## src/rtl/ysyx_24100006_gpr_sb_if.sv

```systemverilog
// Bundle between the ID stage and the register file / scoreboard: issue-time
// allocation, writeback, and the two operand read ports.
interface ysyx_24100006_gpr_sb_if #(
    parameter int ADDR_WIDTH = 4,
    parameter int DATA_WIDTH = 32
);
    logic                  alloc_valid;
    logic [ADDR_WIDTH-1:0] alloc_rd;
    logic                  alloc_ready;
    logic                  wen;
    logic [ADDR_WIDTH-1:0] waddr;
    logic [DATA_WIDTH-1:0] wdata;
    logic [ADDR_WIDTH-1:0] rs1;
    logic [ADDR_WIDTH-1:0] rs2;
    logic [DATA_WIDTH-1:0] rs1_data;
    logic [DATA_WIDTH-1:0] rs2_data;
    logic                  rs1_busy;
    logic                  rs2_busy;
    logic                  wb_err;

    // Pipeline side: issues allocations, writebacks and read requests.
    modport master (
        output alloc_valid, alloc_rd, wen, waddr, wdata, rs1, rs2,
        input  alloc_ready, rs1_data, rs2_data, rs1_busy, rs2_busy, wb_err
    );

    // Register file side.
    modport slave (
        input  alloc_valid, alloc_rd, wen, waddr, wdata, rs1, rs2,
        output alloc_ready, rs1_data, rs2_data, rs1_busy, rs2_busy, wb_err
    );
endinterface

```

## src/rtl/ysyx_24100006_gpr_sb.sv

```systemverilog
// General-purpose register file with a per-register saturating pending-write
// counter. Two combinational read ports (optional writeback bypass), one
// synchronous writeback port, x0 hard-wired to zero.
module ysyx_24100006_gpr_sb #(
    parameter int ADDR_WIDTH = 4,
    parameter int DATA_WIDTH = 32,
    parameter int CNT_WIDTH  = 2,
    parameter int BYPASS     = 1
) (
    input  logic                    clk,
    input  logic                    reset,
    ysyx_24100006_gpr_sb_if.slave   bus
);
    localparam int DEPTH = 2 ** ADDR_WIDTH;
    localparam logic [CNT_WIDTH-1:0] CNT_MAX = '1;

    logic [DATA_WIDTH-1:0] rf_q   [DEPTH];
    logic [CNT_WIDTH-1:0]  pend_q [DEPTH];
    logic                  alloc_ready_w;
    logic                  wb_err_reg;

    // x0 holds no state: it always reads zero and is never pending.
    assign rf_q[0]   = '0;
    assign pend_q[0] = '0;

    // Saturated registers refuse allocation; a same-cycle writeback does not
    // help, so there is no path from wen to alloc_ready.
    assign alloc_ready_w   = (bus.alloc_rd == '0) | (pend_q[bus.alloc_rd] != CNT_MAX);
    assign bus.alloc_ready = alloc_ready_w;

    genvar gi;
    generate
        for (gi = 1; gi < DEPTH; gi++) begin : g_reg
            logic [DATA_WIDTH-1:0] data_reg;
            logic [CNT_WIDTH-1:0]  pend_reg;
            logic [CNT_WIDTH-1:0]  pend_next;
            logic                  inc;
            logic                  dec;
            logic                  wr_sel;

            assign wr_sel = bus.wen & (bus.waddr == ADDR_WIDTH'(gi));
            assign inc    = bus.alloc_valid & alloc_ready_w & (bus.alloc_rd == ADDR_WIDTH'(gi));
            assign dec    = wr_sel & (pend_reg != '0);

            // Next pending count: issue and retire in the same cycle cancel out.
            always_comb begin
                pend_next = pend_reg;
                if (inc && !dec) begin
                    pend_next = pend_reg + CNT_WIDTH'(1);
                end else if (dec && !inc) begin
                    pend_next = pend_reg - CNT_WIDTH'(1);
                end
            end

            // Data and counter state; writeback always lands, even if unexpected.
            always_ff @(posedge clk) begin
                if (reset) begin
                    data_reg <= '0;
                    pend_reg <= '0;
                end else begin
                    if (wr_sel) begin
                        data_reg <= bus.wdata;
                    end
                    pend_reg <= pend_next;
                end
            end

            assign rf_q[gi]   = data_reg;
            assign pend_q[gi] = pend_reg;
        end
    endgenerate

    logic [ADDR_WIDTH-1:0] rs_idx  [2];
    logic [DATA_WIDTH-1:0] rs_data [2];
    logic                  rs_busy [2];

    assign rs_idx[0] = bus.rs1;
    assign rs_idx[1] = bus.rs2;

    generate
        for (gi = 0; gi < 2; gi++) begin : g_port
            logic fwd;
            logic hit;

            // A same-cycle writeback forwards its data and retires one pending
            // write from the busy view; allocations never affect the read side.
            assign fwd = (BYPASS != 0) & bus.wen & (bus.waddr == rs_idx[gi]);
            assign hit = fwd & (pend_q[rs_idx[gi]] != '0);

            // Read mux: x0, then bypass, then stored value.
            always_comb begin
                if (rs_idx[gi] == '0) begin
                    rs_data[gi] = '0;
                end else if (fwd) begin
                    rs_data[gi] = bus.wdata;
                end else begin
                    rs_data[gi] = rf_q[rs_idx[gi]];
                end
            end

            assign rs_busy[gi] = (pend_q[rs_idx[gi]] - CNT_WIDTH'(hit)) != '0;
        end
    endgenerate

    assign bus.rs1_data = rs_data[0];
    assign bus.rs2_data = rs_data[1];
    assign bus.rs1_busy = rs_busy[0];
    assign bus.rs2_busy = rs_busy[1];

    // One-cycle flag for a writeback that had no matching allocation.
    always_ff @(posedge clk) begin
        if (reset) begin
            wb_err_reg <= 1'b0;
        end else begin
            wb_err_reg <= bus.wen & (bus.waddr != '0) & (pend_q[bus.waddr] == '0);
        end
    end

    assign bus.wb_err = wb_err_reg;
endmodule

```

## src/flat_wrapper.sv

```systemverilog
// flat-port wrapper written by rule: the top's interface ports become plain ports
module ysyx_24100006_gpr_sb_flat 
#(
    parameter int ADDR_WIDTH = 4,
    parameter int DATA_WIDTH = 32,
    parameter int CNT_WIDTH  = 2,
    parameter int BYPASS     = 1
)
  (clk, reset, bus_alloc_valid, bus_alloc_rd, bus_wen, bus_waddr, bus_wdata, bus_rs1, bus_rs2, bus_alloc_ready, bus_rs1_data, bus_rs2_data, bus_rs1_busy, bus_rs2_busy, bus_wb_err);
  ysyx_24100006_gpr_sb_if #(.ADDR_WIDTH(ADDR_WIDTH), .DATA_WIDTH(DATA_WIDTH)) bus_i ();
  input  logic clk;
  input  logic reset;
  input wire logic [$bits(bus_i.alloc_valid)-1:0] bus_alloc_valid;
  input wire logic [$bits(bus_i.alloc_rd)-1:0] bus_alloc_rd;
  input wire logic [$bits(bus_i.wen)-1:0] bus_wen;
  input wire logic [$bits(bus_i.waddr)-1:0] bus_waddr;
  input wire logic [$bits(bus_i.wdata)-1:0] bus_wdata;
  input wire logic [$bits(bus_i.rs1)-1:0] bus_rs1;
  input wire logic [$bits(bus_i.rs2)-1:0] bus_rs2;
  output wire logic [$bits(bus_i.alloc_ready)-1:0] bus_alloc_ready;
  output wire logic [$bits(bus_i.rs1_data)-1:0] bus_rs1_data;
  output wire logic [$bits(bus_i.rs2_data)-1:0] bus_rs2_data;
  output wire logic [$bits(bus_i.rs1_busy)-1:0] bus_rs1_busy;
  output wire logic [$bits(bus_i.rs2_busy)-1:0] bus_rs2_busy;
  output wire logic [$bits(bus_i.wb_err)-1:0] bus_wb_err;
  assign bus_i.alloc_valid = bus_alloc_valid;
  assign bus_i.alloc_rd = bus_alloc_rd;
  assign bus_i.wen = bus_wen;
  assign bus_i.waddr = bus_waddr;
  assign bus_i.wdata = bus_wdata;
  assign bus_i.rs1 = bus_rs1;
  assign bus_i.rs2 = bus_rs2;
  assign bus_alloc_ready = bus_i.alloc_ready;
  assign bus_rs1_data = bus_i.rs1_data;
  assign bus_rs2_data = bus_i.rs2_data;
  assign bus_rs1_busy = bus_i.rs1_busy;
  assign bus_rs2_busy = bus_i.rs2_busy;
  assign bus_wb_err = bus_i.wb_err;
  ysyx_24100006_gpr_sb #(.ADDR_WIDTH(ADDR_WIDTH), .DATA_WIDTH(DATA_WIDTH), .CNT_WIDTH(CNT_WIDTH), .BYPASS(BYPASS)) u_core (.clk(clk), .reset(reset), .bus(bus_i));
endmodule
```

## config.mk

```make
export PLATFORM = sky130hd
export DESIGN_NAME = ysyx_24100006_gpr_sb_flat
export DESIGN_NICKNAME = d
export VERILOG_FILES = /design/src/rtl/ysyx_24100006_gpr_sb_if.sv /design/src/rtl/ysyx_24100006_gpr_sb.sv /design/src/flat_wrapper.sv
export SDC_FILE = /design/constraint.sdc
export NUM_CORES = 2
export LEC_CHECK = 0
export CAP_MARGIN = 30
export CORE_ASPECT_RATIO = 0.5
export CORE_MARGIN = 3
export CORE_UTILIZATION = 25
export CTS_CLUSTER_DIAMETER = 80
export DETAILED_ROUTE_END_ITERATION = 16
export SETUP_SLACK_MARGIN = 0.3
export SLEW_MARGIN = 20
export SYNTH_ARGS = -nofsm -noshare
export SYNTH_HDL_FRONTEND = slang
export SYNTH_SLANG_ARGS = --single-unit
```

## constraint.sdc

```tcl
create_clock -name clk -period 2.5 [get_ports clk]
set_clock_uncertainty 0.15 [all_clocks]
set_input_delay 0.25 -clock clk [delete_from_list [all_inputs] [get_ports clk]]
set_output_delay 0.25 -clock clk [all_outputs]
set_load 0.005 [all_outputs]
```

==> reports/metrics.yaml <==
status:
  status: "finished, violations left"
  violations: "negative setup slack"
drt:
  avgRoutedWirePerCell_um: 22.0
  drt_wl_total_mm: 114
  ant_nets: 0
  vias: 27900
  dr.first_iter.drc_count: 3073
  vias_per_cell: 5.39
  dr.pass1.iters: 8
  drc: 0
clocking:
  cts_tree: "done"
  clk_pin_slew_ns: 0.06
  clockBufferDepth: 3
  cts_htree_levels: 2
  insertion_delay_ns: 0.62
  cts.sinks: 511
  root_buffer: "clkbuf_16"
  cts_made_buffers: 55
setup_path:
  end_kind: "primary output"
  cp.required_ns: 2.10
  cp_slowest_stage_delay_ns: 0.49
  cp_data_arrival_time_ns: 2.41
  cpMostUsedCell: "mux4_2"
  critical_path.max_fanout: 5
  crit_slowest_cell: "mux4_2"
  worstPathCellList: "buf_4 -> mux4_2 -> mux4_2 -> a21o_1 -> buf_2"
  crit_path_start_kind: "flop"
  path_class: "reg2out"
placed_design:
  dp_slack_ns: -0.921
  portBuffers: 119
  hpwlAfterDp_mm: 71.7
  place.gp.congestion: 0.903
sta:
  worst_slack_ns: -0.310
  min_period_ns: 2.81
  post-route-period-util_pct: 112
  rsz0062_at_grt: "yes"
  drv_slew: 0
  slew-limit-headroom_pct: 51.3
  tns_ns: -4.87
  fmaxAchievable_ghz: 0.356
  tightestPinTransition_ns: 0.731
  finalHoldViolCount: 0
  finalSetupViolCount: 38
synth:
  synth_edf_count: 0
  syn_avg_cell_area_um2: 8.28
  synth.distinct_cells: 56
  synthArstFlopShare_pct: 0
  synth_nets: 3458
  ys_ff_latch: 511
  synth_seq_area_share_pct: 36.4
  ys.flop_type: "dfxtp_1"
  synth_area_leaders: "dfxtp_1 (36%), nand2_1 (14%), mux4_2 (12%)"
  yosys_warnings: 0
  synth_top_area_share_pct: 36.4
  synthCells: 3391
  synth.largest_area_cell: "dfxtp_1"
  syn_area_um2: 28100
die:
  core_um2: 111000
  die_width_um: 480
  die-area_um2: 117000
  ios: 120
  dieHeight_um: 243
  initial_core_util_pct: 25.4
  rows: 86
global_route:
  grt_pass1_vias: 27600
  overflow: 0
  grt_max_degree: 98
  grt_antenna_before_repair: 4
  grt_pass1_wl_mm: 169
  grt_usage_pct: 18.6
job:
  maxCapViolations: 0
finish:
  largest_reg_flops: 480
  nets: 3703
  fillCellCount: 11000
  syn2layout_area_growth_pct: 37.3
  drive_gt1_share_pct: 37.3
pwr:
  power.density_nw_per_um2: 529
  vdd_drop_max_v: 0.000485
  p_total_mw: 20.4
  leakagePower_nw: 13.2
worst_hold_path:
  hp-class: "in2reg"
==> logic make-up after synthesis <==
| group | after synthesis | share of synthesized area (%) |
|---|---|---|
| buffers and inverters | 364 | 6.24 |
| AOI/OAI and AO/OA | 865 | 19.2 |
| xor gates and xnor gates | 38 | 1.19 |
| and+or+nand+nor | 1308 | 19.0 |
| DFF | 511 | 36.4 |
| adders and majority gates | 15 | 0.669 |
| muxes | 290 | 17.3 |
==> cells in the final DEF, fill, tap and decap left out, types with 7 or more instances in the layout <==
master | netlist | routed
a221oi_2 | 0 | 43
a211oi_2 | 0 | 28
buf_6 | 17 | 70
a221oi_4 | 0 | 18
clkbuf_1 | 234 | 11
nor2_1 | 103 | 37
mux2_2 | 73 | 36
xor2_1 | 36 | 33
nor2_2 | 0 | 20
o21ai_0 | 38 | 36
nand2_1 | 1053 | 1049
mux2i_1 | 68 | 61
a2111oi_2 | 35 | 20
buf_12 | 1 | 79
or3_1 | 15 | 14
a211oi_1 | 63 | 34
clkdlybuf4s50_1 | 0 | 39
a21oi_1 | 563 | 553
mux2i_2 | 0 | 7
nor2b_1 | 69 | 38
ha_4 | 0 | 15
mux2_4 | 0 | 38
o211ai_1 | 61 | 61
mux4_2 | 147 | 148
nor2b_2 | 0 | 11
nor2_4 | 0 | 46
buf_8 | 6 | 7
a21oi_2 | 0 | 10
dfxtp_2 | 0 | 221
nor2b_4 | 0 | 20
nor3_4 | 0 | 10
buf_4 | 18 | 294
clkbuf_16 | 0 | 57
a2111oi_4 | 0 | 42
clkbuf_8 | 0 | 19
buf_2 | 84 | 54
dfxtp_1 | 511 | 287
==> layer usage <==
| metal | vias to the layer above | global-route usage [%] | wire length [um] |
|---|---|---|---|
| met5 | - | 0 | 27 |
| met4 | 4 | 10.4 | 6370 |
| met3 | 340 | 2.69 | 9950 |
| met2 | 1518 | 29.9 | 52800 |
| met1 | 13600 | 23.8 | 44900 |
| li1 | 12400 | - | - |
==> where the power goes <==
part           internal, mW  total [mW]  switching, mW
registers              8.26        8.35         0.0904
clock network          5.25        8.81           3.57
logic                  1.42        3.22           1.80
total                  14.9        20.4           5.46
==> layout make-up <==
cell class	count	area, um^2	share of cell area (%)
antenna	2	5.00	0.0130
clock buffer	87	1730	4.49
clock inverter	15	224	0.581
inverter	2	7.51	0.0195
multi-input combinational	2516	18800	48.7
sequential	511	10500	27.3
tap	1496	1870	4.86
timing repair buffer	550	5420	14.1
==> through the flow <==
step	instance area (um^2)	hold WS (ns)	cells	utilization, %
after floorplan	28200	0.290	3391	-
after global placement	33600	0.298	5035	30.4
after detailed placement	33600	0.303	5035	30.4
after CTS	37400	0.160	5163	33.8
after global routing	38500	0.193	5179	34.8
final	38500	0.177	5179	34.8
==> path summary, 6_finish.rpt <==
path	cells past startpoint	slack [ns]	end	startpoint
max	5	-0.31	bus_rs1_busy	u_core.g_reg[8].pend_reg[0]$_SDFFE_PP0P_
min	3	0.18	u_core.g_reg[11].data_reg[28]$_SDFFE_PP0P_	bus_wdata[28]
max reg2reg	12	-0.28	u_core.g_reg[4].pend_reg[1]$_SDFFE_PP0P_	u_core.g_reg[14].pend_reg[1]$_SDFFE_PP0P_
min reg2reg	2	0.31	u_core.g_reg[13].data_reg[25]$_SDFFE_PP0P_	u_core.g_reg[13].data_reg[25]$_SDFFE_PP0P_
==> synth_stat cells, drive strengths merged (61+ instances only) <==
| master | instances |
|---|---|
| mux2 | 74 |
| clkbuf | 234 |
| mux4 | 148 |
| mux2i | 68 |
| a211oi | 63 |
| a2111oi | 63 |
| nand2 | 1053 |
| a21oi | 563 |
| a221oi | 64 |
| nor2b | 69 |
| o211ai | 61 |
| dfxtp | 511 |
| buf | 128 |
| nor2 | 103 |
==> timing repair <==
action | in CTS | in global routing
resized for setup | 786 | 253
setup buffers | 24 | 14
hold buffers | 1 | 0
pin swaps | 205 | 131
hold endpoints to repair | 46 | 0
setup endpoints to repair | 96 | 97
cloned | 1 | 0
==> worst max-delay path, delay by kind of cell (launching register included) <==
kind            cells  cell delay (ns)
compound gates      1             0.20
flops               1             0.34
mux                 2             0.95
buf+inv             2             0.30
(Power assumes the default switching activity.)
